<file path="config.mk">
export PLATFORM = sky130hd
export DESIGN_NAME = pc_tx_scheduler
export DESIGN_NICKNAME = d
export VERILOG_FILES = /design/src/rtl/pc_link_pkg.sv /design/src/rtl/byte_fifo.sv /design/src/rtl/pc_tx_scheduler.sv
export SDC_FILE = /design/constraint.sdc
export NUM_CORES = 1
export LEC_CHECK = 0
export ABC_AREA = 1
export BUFFER_PORTS_ARGS = -buffer_cell sky130_fd_sc_hd__buf_2
export CELL_PAD_IN_SITES_DETAIL_PLACEMENT = 1
export CELL_PAD_IN_SITES_GLOBAL_PLACEMENT = 2
export CORE_ASPECT_RATIO = 0.8
export CORE_MARGIN = 2
export CORE_UTILIZATION = 30
export CTS_CLUSTER_SIZE = 24
export DETAILED_ROUTE_END_ITERATION = 10
export PLACE_DENSITY_LB_ADDON = 0.1
export SYNTH_ARGS = -nofsm -noshare
export SYNTH_HDL_FRONTEND = slang
export SYNTH_HIERARCHICAL = 1
export SYNTH_SLANG_ARGS = --single-unit
</file>
<file path="constraint.sdc">
create_clock -name clock -period 4.2 [get_ports clock]
set_input_delay 0 -clock clock [delete_from_list [all_inputs] [get_ports clock]]
set_output_delay 0 -clock clock [all_outputs]
set_load 0.02 [all_outputs]
</file>
<file path="src/rtl/pc_link_pkg.sv">
// pc_link_pkg -- shared encodings for the PC serial link.
//   Game FSM state codes, ASCII bytes sent to the PC, the TX FSM state enum,
//   and small helpers for decoding the one-hot mole position.
package pc_link_pkg;

  localparam logic [1:0] GAME_IDLE    = 2'd0;
  localparam logic [1:0] GAME_RUNNING = 2'd1;
  localparam logic [1:0] GAME_FINISH  = 2'd2;

  localparam logic [7:0] ASCII_ZERO = 8'h30;
  localparam logic [7:0] ASCII_R    = 8'h52;
  localparam logic [7:0] ASCII_H    = 8'h48;
  localparam logic [7:0] ASCII_S    = 8'h53;

  typedef enum logic [1:0] {
    S_IDLE      = 2'd0,
    S_WAIT_BUSY = 2'd1,
    S_WAIT_DONE = 2'd2
  } tx_state_e;

  function automatic logic is_onehot5(input logic [4:0] v);
    return (v != 5'd0) && ((v & (v - 5'd1)) == 5'd0);
  endfunction

  function automatic logic [2:0] onehot_index5(input logic [4:0] v);
    logic [2:0] idx;
    idx = 3'd0;
    for (int i = 0; i < 5; i++) begin
      if (v[i]) idx = 3'(i);
    end
    return idx;
  endfunction

endpackage

</file>
<file path="src/rtl/byte_fifo.sv">
// byte_fifo -- synchronous FIFO with show-ahead read data.
//   clock, reset : clock and synchronous active-high reset
//   push/wr_data : write request; accepted when not full, or when full with a
//                  simultaneous pop (the pop frees the slot first)
//   pop/rd_data  : rd_data always presents the head entry; pop removes it
//   full/empty   : occupancy flags
//   level        : current occupancy, 0..DEPTH
// DEPTH must be a power of two so the pointers wrap naturally.
module byte_fifo #(
  parameter int DEPTH = 8,
  parameter int WIDTH = 8
) (
  input  logic                     clock,
  input  logic                     reset,
  input  logic                     push,
  input  logic [WIDTH-1:0]         wr_data,
  input  logic                     pop,
  output logic [WIDTH-1:0]         rd_data,
  output logic                     full,
  output logic                     empty,
  output logic [$clog2(DEPTH):0]   level
);

  localparam int AW = $clog2(DEPTH);
  localparam logic [AW:0] FULL_LVL = (AW+1)'(DEPTH);

  logic [WIDTH-1:0] mem_q [DEPTH];
  logic [WIDTH-1:0] mem_d [DEPTH];
  logic [AW-1:0]    wr_ptr_q, wr_ptr_d;
  logic [AW-1:0]    rd_ptr_q, rd_ptr_d;
  logic [AW:0]      level_q, level_d;
  logic             do_push, do_pop;

  assign full    = (level_q == FULL_LVL);
  assign empty   = (level_q == '0);
  assign level   = level_q;
  assign rd_data = mem_q[rd_ptr_q];

  assign do_pop  = pop && !empty;
  assign do_push = push && (!full || do_pop);

  always_comb begin
    mem_d    = mem_q;
    wr_ptr_d = wr_ptr_q;
    rd_ptr_d = rd_ptr_q;
    level_d  = level_q;
    if (do_push) begin
      mem_d[wr_ptr_q] = wr_data;
      wr_ptr_d        = wr_ptr_q + 1'b1;
    end
    if (do_pop) rd_ptr_d = rd_ptr_q + 1'b1;
    case ({do_push, do_pop})
      2'b10:   level_d = level_q + 1'b1;
      2'b01:   level_d = level_q - 1'b1;
      default: level_d = level_q;
    endcase
  end

  always_ff @(posedge clock) begin
    if (reset) begin
      wr_ptr_q <= '0;
      rd_ptr_q <= '0;
      level_q  <= '0;
    end else begin
      wr_ptr_q <= wr_ptr_d;
      rd_ptr_q <= rd_ptr_d;
      level_q  <= level_d;
    end
  end

  // Storage carries no reset; only the pointers define validity.
  always_ff @(posedge clock) begin
    mem_q <= mem_d;
  end

endmodule

</file>
<file path="src/rtl/pc_tx_scheduler.sv">
// pc_tx_scheduler -- turns game events into bytes queued for uart_tx.
//   clock, reset   : clock and synchronous active-high reset
//   mole_position  : one-hot active mole; a new mole while game_active sends '0'+index
//   game_active    : game running flag
//   fsm_state      : game FSM state; entering FINISH sends 'R' once
//   tx_busy        : uart_tx busy flag
//   rx_data/rx_ready (PC_ECHO_EN only): received byte, echoed back to the PC
//   tx_start       : one-cycle start strobe to uart_tx
//   tx_data        : byte being sent, stable from tx_start until back in S_IDLE
//   fifo_level     : queue occupancy
//   drop_count     : saturating count of bytes lost to a full queue
// Build option: define PC_ECHO_EN to add the rx ports and the echo source.
//
// state       | meaning
// S_IDLE      | waiting for a queued byte and tx_busy low
// S_WAIT_BUSY | strobe issued, waiting up to WAIT_BUSY_MAX cycles for tx_busy
// S_WAIT_DONE | uart_tx is shifting the byte, waiting for tx_busy to fall
module pc_tx_scheduler
  import pc_link_pkg::*;
#(
  parameter int FIFO_DEPTH    = 8,
  parameter int WAIT_BUSY_MAX = 15
) (
  input  logic                          clock,
  input  logic                          reset,
  input  logic [4:0]                    mole_position,
  input  logic                          game_active,
  input  logic [1:0]                    fsm_state,
  input  logic                          tx_busy,
`ifdef PC_ECHO_EN
  input  logic [7:0]                    rx_data,
  input  logic                          rx_ready,
`endif
  output logic                          tx_start,
  output logic [7:0]                    tx_data,
  output logic [$clog2(FIFO_DEPTH):0]   fifo_level,
  output logic [7:0]                    drop_count
);

  localparam int TW = (WAIT_BUSY_MAX > 1) ? $clog2(WAIT_BUSY_MAX) : 1;
  localparam logic [TW-1:0] TIMER_LOAD = TW'(WAIT_BUSY_MAX - 1);

  tx_state_e   state_q, state_d;
  logic [TW-1:0] timer_q, timer_d;
  logic [7:0]  tx_data_q, tx_data_d;
  logic [7:0]  drop_q, drop_d;
  logic [4:0]  last_q, last_d;
  logic        sent_q, sent_d;
  logic        r_pend_q, r_pend_d;
  logic        mole_pend_q, mole_pend_d;
  logic [7:0]  mole_byte_q, mole_byte_d;
`ifdef PC_ECHO_EN
  logic        echo_pend_q, echo_pend_d;
  logic [7:0]  echo_byte_q, echo_byte_d;
`endif

  logic        fifo_push, fifo_pop, fifo_full, fifo_empty;
  logic [7:0]  fifo_wr_data, fifo_rd_data;

  byte_fifo #(.DEPTH(FIFO_DEPTH), .WIDTH(8)) u_fifo (
    .clock   (clock),
    .reset   (reset),
    .push    (fifo_push),
    .wr_data (fifo_wr_data),
    .pop     (fifo_pop),
    .rd_data (fifo_rd_data),
    .full    (fifo_full),
    .empty   (fifo_empty),
    .level   (fifo_level)
  );

  // Event detection and queue-write arbitration. Slots are cleared by the
  // write before new detections are applied, so a fresh event in the same
  // cycle overwrites rather than being lost.
  always_comb begin
    r_pend_d     = r_pend_q;
    mole_pend_d  = mole_pend_q;
    mole_byte_d  = mole_byte_q;
    last_d       = last_q;
    sent_d       = sent_q;
    drop_d       = drop_q;
    fifo_push    = 1'b0;
    fifo_wr_data = 8'h00;
`ifdef PC_ECHO_EN
    echo_pend_d  = echo_pend_q;
    echo_byte_d  = echo_byte_q;
`endif

    if (r_pend_q) begin
      fifo_push    = 1'b1;
      fifo_wr_data = ASCII_R;
      r_pend_d     = 1'b0;
    end else if (mole_pend_q) begin
      fifo_push    = 1'b1;
      fifo_wr_data = mole_byte_q;
      mole_pend_d  = 1'b0;
    end
`ifdef PC_ECHO_EN
    else if (echo_pend_q) begin
      fifo_push    = 1'b1;
      fifo_wr_data = echo_byte_q;
      echo_pend_d  = 1'b0;
    end
`endif

    // A full queue with no pop this cycle swallows the byte.
    if (fifo_push && fifo_full && !fifo_pop && (drop_q != 8'hFF)) begin
      drop_d = drop_q + 8'd1;
    end

    if (mole_position == 5'd0) begin
      last_d = 5'd0;
    end else if (game_active && is_onehot5(mole_position) && (mole_position != last_q)) begin
      mole_pend_d = 1'b1;
      mole_byte_d = ASCII_ZERO + {5'd0, onehot_index5(mole_position)};
      last_d      = mole_position;
    end

    if (fsm_state == GAME_IDLE) begin
      sent_d = 1'b0;
      last_d = 5'd0;
    end else if ((fsm_state == GAME_FINISH) && !sent_q) begin
      r_pend_d = 1'b1;
      sent_d   = 1'b1;
    end

`ifdef PC_ECHO_EN
    if (rx_ready) begin
      echo_pend_d = 1'b1;
      echo_byte_d = rx_data;
    end
`endif
  end

  // TX FSM. tx_start is combinational so a byte written to an empty queue
  // goes out the very next cycle; reset gates it so nothing leaves while
  // reset is held.
  always_comb begin
    state_d   = state_q;
    timer_d   = timer_q;
    tx_data_d = tx_data_q;
    tx_start  = 1'b0;
    fifo_pop  = 1'b0;
    case (state_q)
      S_IDLE: begin
        if (!fifo_empty && !tx_busy && !reset) begin
          tx_start  = 1'b1;
          fifo_pop  = 1'b1;
          tx_data_d = fifo_rd_data;
          timer_d   = TIMER_LOAD;
          state_d   = S_WAIT_BUSY;
        end
      end
      S_WAIT_BUSY: begin
        if (tx_busy)              state_d = S_WAIT_DONE;
        else if (timer_q == '0)   state_d = S_IDLE;
        else                      timer_d = timer_q - 1'b1;
      end
      S_WAIT_DONE: begin
        if (!tx_busy) state_d = S_IDLE;
      end
      default: state_d = S_IDLE;
    endcase
  end

  assign tx_data    = tx_start ? fifo_rd_data : tx_data_q;
  assign drop_count = drop_q;

  always_ff @(posedge clock) begin
    if (reset) begin
      state_q     <= S_IDLE;
      timer_q     <= '0;
      tx_data_q   <= 8'h00;
      drop_q      <= 8'h00;
      last_q      <= 5'd0;
      sent_q      <= 1'b0;
      r_pend_q    <= 1'b0;
      mole_pend_q <= 1'b0;
      mole_byte_q <= 8'h00;
`ifdef PC_ECHO_EN
      echo_pend_q <= 1'b0;
      echo_byte_q <= 8'h00;
`endif
    end else begin
      state_q     <= state_d;
      timer_q     <= timer_d;
      tx_data_q   <= tx_data_d;
      drop_q      <= drop_d;
      last_q      <= last_d;
      sent_q      <= sent_d;
      r_pend_q    <= r_pend_d;
      mole_pend_q <= mole_pend_d;
      mole_byte_q <= mole_byte_d;
`ifdef PC_ECHO_EN
      echo_pend_q <= echo_pend_d;
      echo_byte_q <= echo_byte_d;
`endif
    end
  end

endmodule

</file>
==> results of run 1 <==
[worst min-delay path by stage]
stage               slack, ns  cells past startpoint                 end
floorplan                0.07                      1  u_fifo/rd_ptr_q[2]
global placement         0.20                      2            r_pend_q
detailed placement       0.21                      2            r_pend_q
CTS                      0.06                      4           last_q[0]
global route             0.09                      4           last_q[0]
finish                   0.06                      4           last_q[0]
[timing repair]
| action | in CTS | in global routing |
|---|---|---|
| endpoints found under the setup margin | 0 | 0 |
| hold buffers | 7 | 0 |
| endpoints found under the hold margin | 7 | 0 |
[where the power goes]
part	total, mW	leakage (nW)	internal [mW]	switching [mW]
Clock	0.862	0.153	0.483	0.379
Sequential	1.18	0.953	1.15	0.0297
Combinational	0.385	1.34	0.127	0.257
[stage by stage]
step | cells | util | power [mW]
CTS | 851 | 0.3525 | 2.470
global route | 851 | 0.3525 | 2.562
floorplan | 587 | - | 1.487
detailed placement | 828 | 0.3299 | 1.591
global placement | 828 | 0.3299 | 1.581
finish | 851 | 0.3525 | 2.429
[critical path, stage by stage, from the launching register on]
cell     delay [ns]
dfxtp_1        0.42
inv_1          0.13
nand3_2        0.12
inv_1          0.04
nor2_1         0.11
nand3_2        0.14
inv_2          0.35
inv_1          0.14
nand4_4        0.17
nand2_1        0.07
ha_1           0.25
ha_1           0.31
or2_2          0.32
nand3_1        0.09
nand3_1        0.08
nand2_1        0.06
inv_1          0.04
[kinds of logic (layout without fill, tap and decap cells)]
kind of cell,count (synthesis),in the layout,synth area share
buf+inv,80,124,0.07620
flops,108,108,0.5524
other cells,1,16,0.0007391
xor+xnor,6,6,0.01036
compound gates,91,91,0.09618
simple gates,278,278,0.2429
fa+ha+maj,8,8,0.02121
[state kept, by name, indices dropped and copies added (netlist names), 2 cells and up]
name	flops
u_fifo/mem_q	64
timer_q	4
last_q	5
u_fifo/rd_ptr_q	3
state_q	2
tx_data_q	8
mole_byte_q	4
drop_count	8
u_fifo/wr_ptr_q	3
u_fifo/level	4
[synthesized netlist by cell type, drive strengths merged]
| cell type | instances |
|---|---|
| a211oi | 8 |
| a21oi | 32 |
| buf | 13 |
| clkbuf | 2 |
| conb | 1 |
| dfxtp | 44 |
| edfxtp | 64 |
| fa | 1 |
| ha | 7 |
| inv | 65 |
| nand2 | 124 |
| nand3 | 21 |
| nand3b | 2 |
| nand4 | 1 |
| nor2 | 116 |
| nor3 | 3 |
| nor4 | 1 |
| o21a | 1 |
| o21ai | 50 |
| or2 | 10 |
| xnor2 | 4 |
| xor2 | 2 |
[layer usage]
metal  wire, um  GRT usage  vias to the layer above
met5          0          0                        -
met4        144    0.04107                        0
met3        499    0.03094                       10
met2       5640     0.2282                       44
met1       6335     0.2067                     1902
li1           -          -                     1951
[cell type report]
cell class / instances / area (um^2)
fill: 1989 / 10720
clock buffer: 12 / 267.8
timing repair buffer: 43 / 262.8
tap: 220 / 275.3
clock inverter: 4 / 36.28
sequential: 108 / 2803
multi-input combinational: 399 / 1941
inverter: 65 / 249.0
==> flow_summary.toml, run 1 <==
[run_status]
status = "finished, final reports clean"

[yosys]
ys_ff_latch = 108
syn_area_um2 = 5074
ys_seq_area_frac = 0.5524
synth_top_cell_by_area = "edfxtp_1"
synth_top_area_frac = 0.3788
avgSynthCellArea_um2 = 8.870
ys_warn_count = 6
synthCells = 572
synthTopCellsByArea = "edfxtp_1 38%, dfxtp_1 17%, nand2_1 8.8%"
synth_cell_types = 37

[sta]
final-hold-violation-count = 0
min_period_ns = 2.948
worstMarginPinSlew_ns = 0.8834
period_share = 0.7020
tns_ns = 0
hold_slack_ns = 0.05836
max_slew_margin = 0.4103
finalSetupViolCount = 0
fmax_ghz = 0.3392
setup_ws_ns = 1.252
rsz0062_at_grt = "no"
fin_skew_ns = 0.005245
slew_violations = 0

[final_layout]
diodes = 0
fin_area_um2 = 5834
final_common_cell = "nand2_1"
nets = 645
syn2layout_area_growth_pct = 14.99
drive_gt1_frac = 0.1442
mostFrequentLayoutCells = "119 x nand2_1, 103 x nor2_1, 64 x edfxtp_1"

[worst_setup_path]
crit_fanout = 28
cp-startpoint = "u_fifo/level[3]"
endpoint_kind = "register"
ff2ff_path_depth = 16
critical_path_class = "register to register"
arrival_ns = 3.20
rrSetupSlack_ns = 1.25
cp-start-kind = "register"
r2r_start = "u_fifo/level[3]"
required_ns = 4.45
reg2reg_to = "u_fifo/level[3]"
cp-endpoint = "u_fifo/level[3]"

[route]
wl_per_cell_um = 14.83
vias_per_cell = 4.591
remaining_drc_errors = 0
vias = 3907
drt_iter0_drc = 218
ant_nets = 0
totalWireLength_mm = 12.62
dr.pass1.iters = 4

[global_routing]
overflow = 0
grt_pass1_wl_mm = 20.21
grt_pass1_vias = 3879
antenna_found_initial = 0
grt_max_degree = 34
groute.usage.overall = 0.1468

[power]
leakagePower_nw = 2.445
pwr_density_cell_nw_per_um2 = 416.3
max-vdd-ir-drop_mv = 0.2020

[clocking]
cts_sinks = 108
cts_tree = "built"
clkTransAtPathRegs_ns = 0.07
cts_root_buf = "clkbuf_16"
cts_made_buffers = 9
cts.repair.resized = 0
cts_setup_buffers = 0
htreeDepth = 3
clk_latency_ns = 0.35
clk_path_buf_depth = 2

[place]
dp_hpwl_mm = 9.163
numPortBuffers = 31
gp_congestion = 0.7817
dpl_cell_area_um2 = 5460
pre_cts_slack_ns = 1.239

[worst_hold_path]
hp-start = "mole_position[0]"
min_path_type = "input port to register"

[run]
maxCapViolations = 0

[die]
dieArea_um2 = 17970
start_util = 0.3065
die_height_um = 120.3
row_count = 42
coreArea_um2 = 16550
ios = 32
die_x_um = 149.4
Note: power is estimated with default switching activity, not from simulation.
==> inputs of run 2 (changes only) <==
clock period = 2.9 ns   (was 4.2 ns; I/O delays follow)
==> flow_summary.toml, run 2 (synthesis results as in run 1) <==
[place]
dp.cells = 837
dp_hpwl_mm = 8.715
numPortBuffers = 31
gp_congestion = 0.7564
dpl_cell_area_um2 = 5529
pre_cts_slack_ns = 0.3219

[global_routing]
grt_util_met3 = 0.03434
groute.usage.overall = 0.1461
grt-busiest-layer = "met2"
grt_max_degree = 35
use_met1 = 0.1951
overflow = 0
grt_pass1_vias = 3940
grt_pass1_wl_mm = 20.04
grt_use_met2 = 0.2360
antenna_found_initial = 0

[run]
maxCapViolations = 0

[sta]
max_slew_margin = 0.3811
hold_slack_ns = 0.05256
final-hold-violation-count = 0
worstMarginPinSlew_ns = 0.9213
finalSetupViolCount = 0
tns_ns = 0
setup_ws_ns = 0.3117
min_period_ns = 2.588
period_share = 0.8925
slew_violations = 0
fin_skew_ns = 0.005547
fmax_ghz = 0.3864
rsz0062_at_grt = "no"

[route]
dr.pass1.iters = 4
ant_nets = 0
vias = 3808
vias_per_cell = 4.428
drt_iter0_drc = 138
remaining_drc_errors = 0
totalWireLength_mm = 12.35
wl_per_cell_um = 14.35

[power]
swShare = 0.2933
internal-power_mw = 2.469
p_sw_mw = 1.025
max-vdd-ir-drop_mv = 0.2743
pwr_density_cell_nw_per_um2 = 592.7
clock_power_share = 0.350
seq_power_share = 0.489
p_comb_frac = 0.160
leakagePower_nw = 2.485

[worst_setup_path]
endpoint_kind = "register"
reg2reg_to = "u_fifo/level[3]"
cp-start-kind = "register"
crit_fanout = 8
required_ns = 3.16
critical_path_class = "register to register"
arrival_ns = 2.85
r2r_start = "u_fifo/level[2]"
ff2ff_path_depth = 16
rrSetupSlack_ns = 0.31

[die]
start_util = 0.3065
coreArea_um2 = 16550
dieArea_um2 = 17970
die_x_um = 149.4
row_count = 42
ios = 32
die_height_um = 120.3

[run_status]
status = "finished, final reports clean"

[clocking]
clk_latency_ns = 0.36
cts_sinks = 108
cts_root_buf = "clkbuf_16"
htreeDepth = 3
cts_setup_buffers = 0
cts_hold_buf = 7
cts_made_buffers = 9
cts_tree = "built"
clk_path_buf_depth = 2
clkTransAtPathRegs_ns = 0.08
cts.repair.resized = 0

[final_layout]
top_register = "u_fifo/mem_q"
syn2layout_area_growth_pct = 16.20
final_common_cell = "nand2_1"
largest_register_ffs = 64
nets = 654
fill_cells = 1991
stdcell_count = 860
drive_gt1_frac = 0.1594
mostFrequentLayoutCells = "119 x nand2_1, 103 x nor2_1, 64 x edfxtp_1"
fin_area_um2 = 5896
diodes = 0

[worst_hold_path]
holdPathStages = 4
min_path_type = "input port to register"
hp-start = "mole_position[0]"
min_to = "last_q[0]"
==> run 2: changes by cell type in the layout (fill, tap and decap cells not counted) <==
cell / previous run / this run
buf_4: 5 / 14
inv_6: 0 / 4
bufinv_8: 1 / 0
clkbuf_1: 1 / 0
clkbuf_16: 10 / 9
clkbuf_8: 1 / 0
clkinv_2: 1 / 0
clkinv_4: 0 / 1
clkinv_8: 0 / 1
clkinvlp_4: 1 / 0
dfxtp_1: 44 / 43
dfxtp_2: 0 / 1
inv_4: 3 / 2
inv_8: 0 / 1
==> run 2: power by group through the flow <==
stage	registers, mW	clock network, mW	logic [mW]
3_3_place_gp	1.74	0	0.549
4_1_cts	1.71	1.29	0.572
6_report	1.71	1.22	0.561
3_5_place_dp	1.75	0	0.562
2_1_floorplan	1.74	0	0.412
5_1_grt	1.72	1.33	0.640
==> run 2: layer usage <==
| metal | wire, um | part of all wire |
|---|---|---|
| met1 | 6278 | 0.51 |
| met2 | 5496 | 0.45 |
| met3 | 414 | 0.034 |
| met4 | 155 | 0.013 |
| met5 | 0 | 0 |
==> run 2: metrics by stage <==
stage                 util  total power, mW
floorplan                -            2.155
global placement    0.3340            2.290
detailed placement  0.3340            2.308
CTS                 0.3562            3.573
global route        0.3562            3.689
finish              0.3562            3.494
==> run 2: layout make-up <==
class,instances,area (um^2),share of cell area
flip-flops and latches,108,2804,0.4756
well taps,220,275.3,0.04669
clock buffers,9,225.2,0.03820
inverters,65,249.0,0.04223
multi-input cells,399,1941,0.3292
clock inverters,7,71.32,0.01210
repair buffers,52,330.3,0.05603
==> run 2: worst max-delay path by stage <==
stage	endpoint	startpoint	cells past startpoint	slack, ns
floorplan	u_fifo/level[3]	u_fifo/level[2]	18	0.06
global placement	u_fifo/level[3]	u_fifo/level[0]	16	0.42
detailed placement	u_fifo/level[3]	u_fifo/level[2]	16	0.32
CTS	u_fifo/level[3]	u_fifo/level[2]	16	0.29
global route	u_fifo/level[3]	u_fifo/level[2]	16	0.07
finish	u_fifo/level[3]	u_fifo/level[2]	16	0.31
==> run 2: worst max-delay path, stage by stage (launching register included) <==
cell and delay [ns]:
dfxtp_1 0.39, inv_1 0.13, nand3_2 0.13, inv_1 0.05
nor2_1 0.10, nand3_2 0.14, inv_2 0.10, inv_1 0.07
nand4_4 0.14, nand2_1 0.07, ha_1 0.26, ha_1 0.33
or2_2 0.32, nand3_1 0.09, nand3_1 0.08, nand2_1 0.06
inv_1 0.04
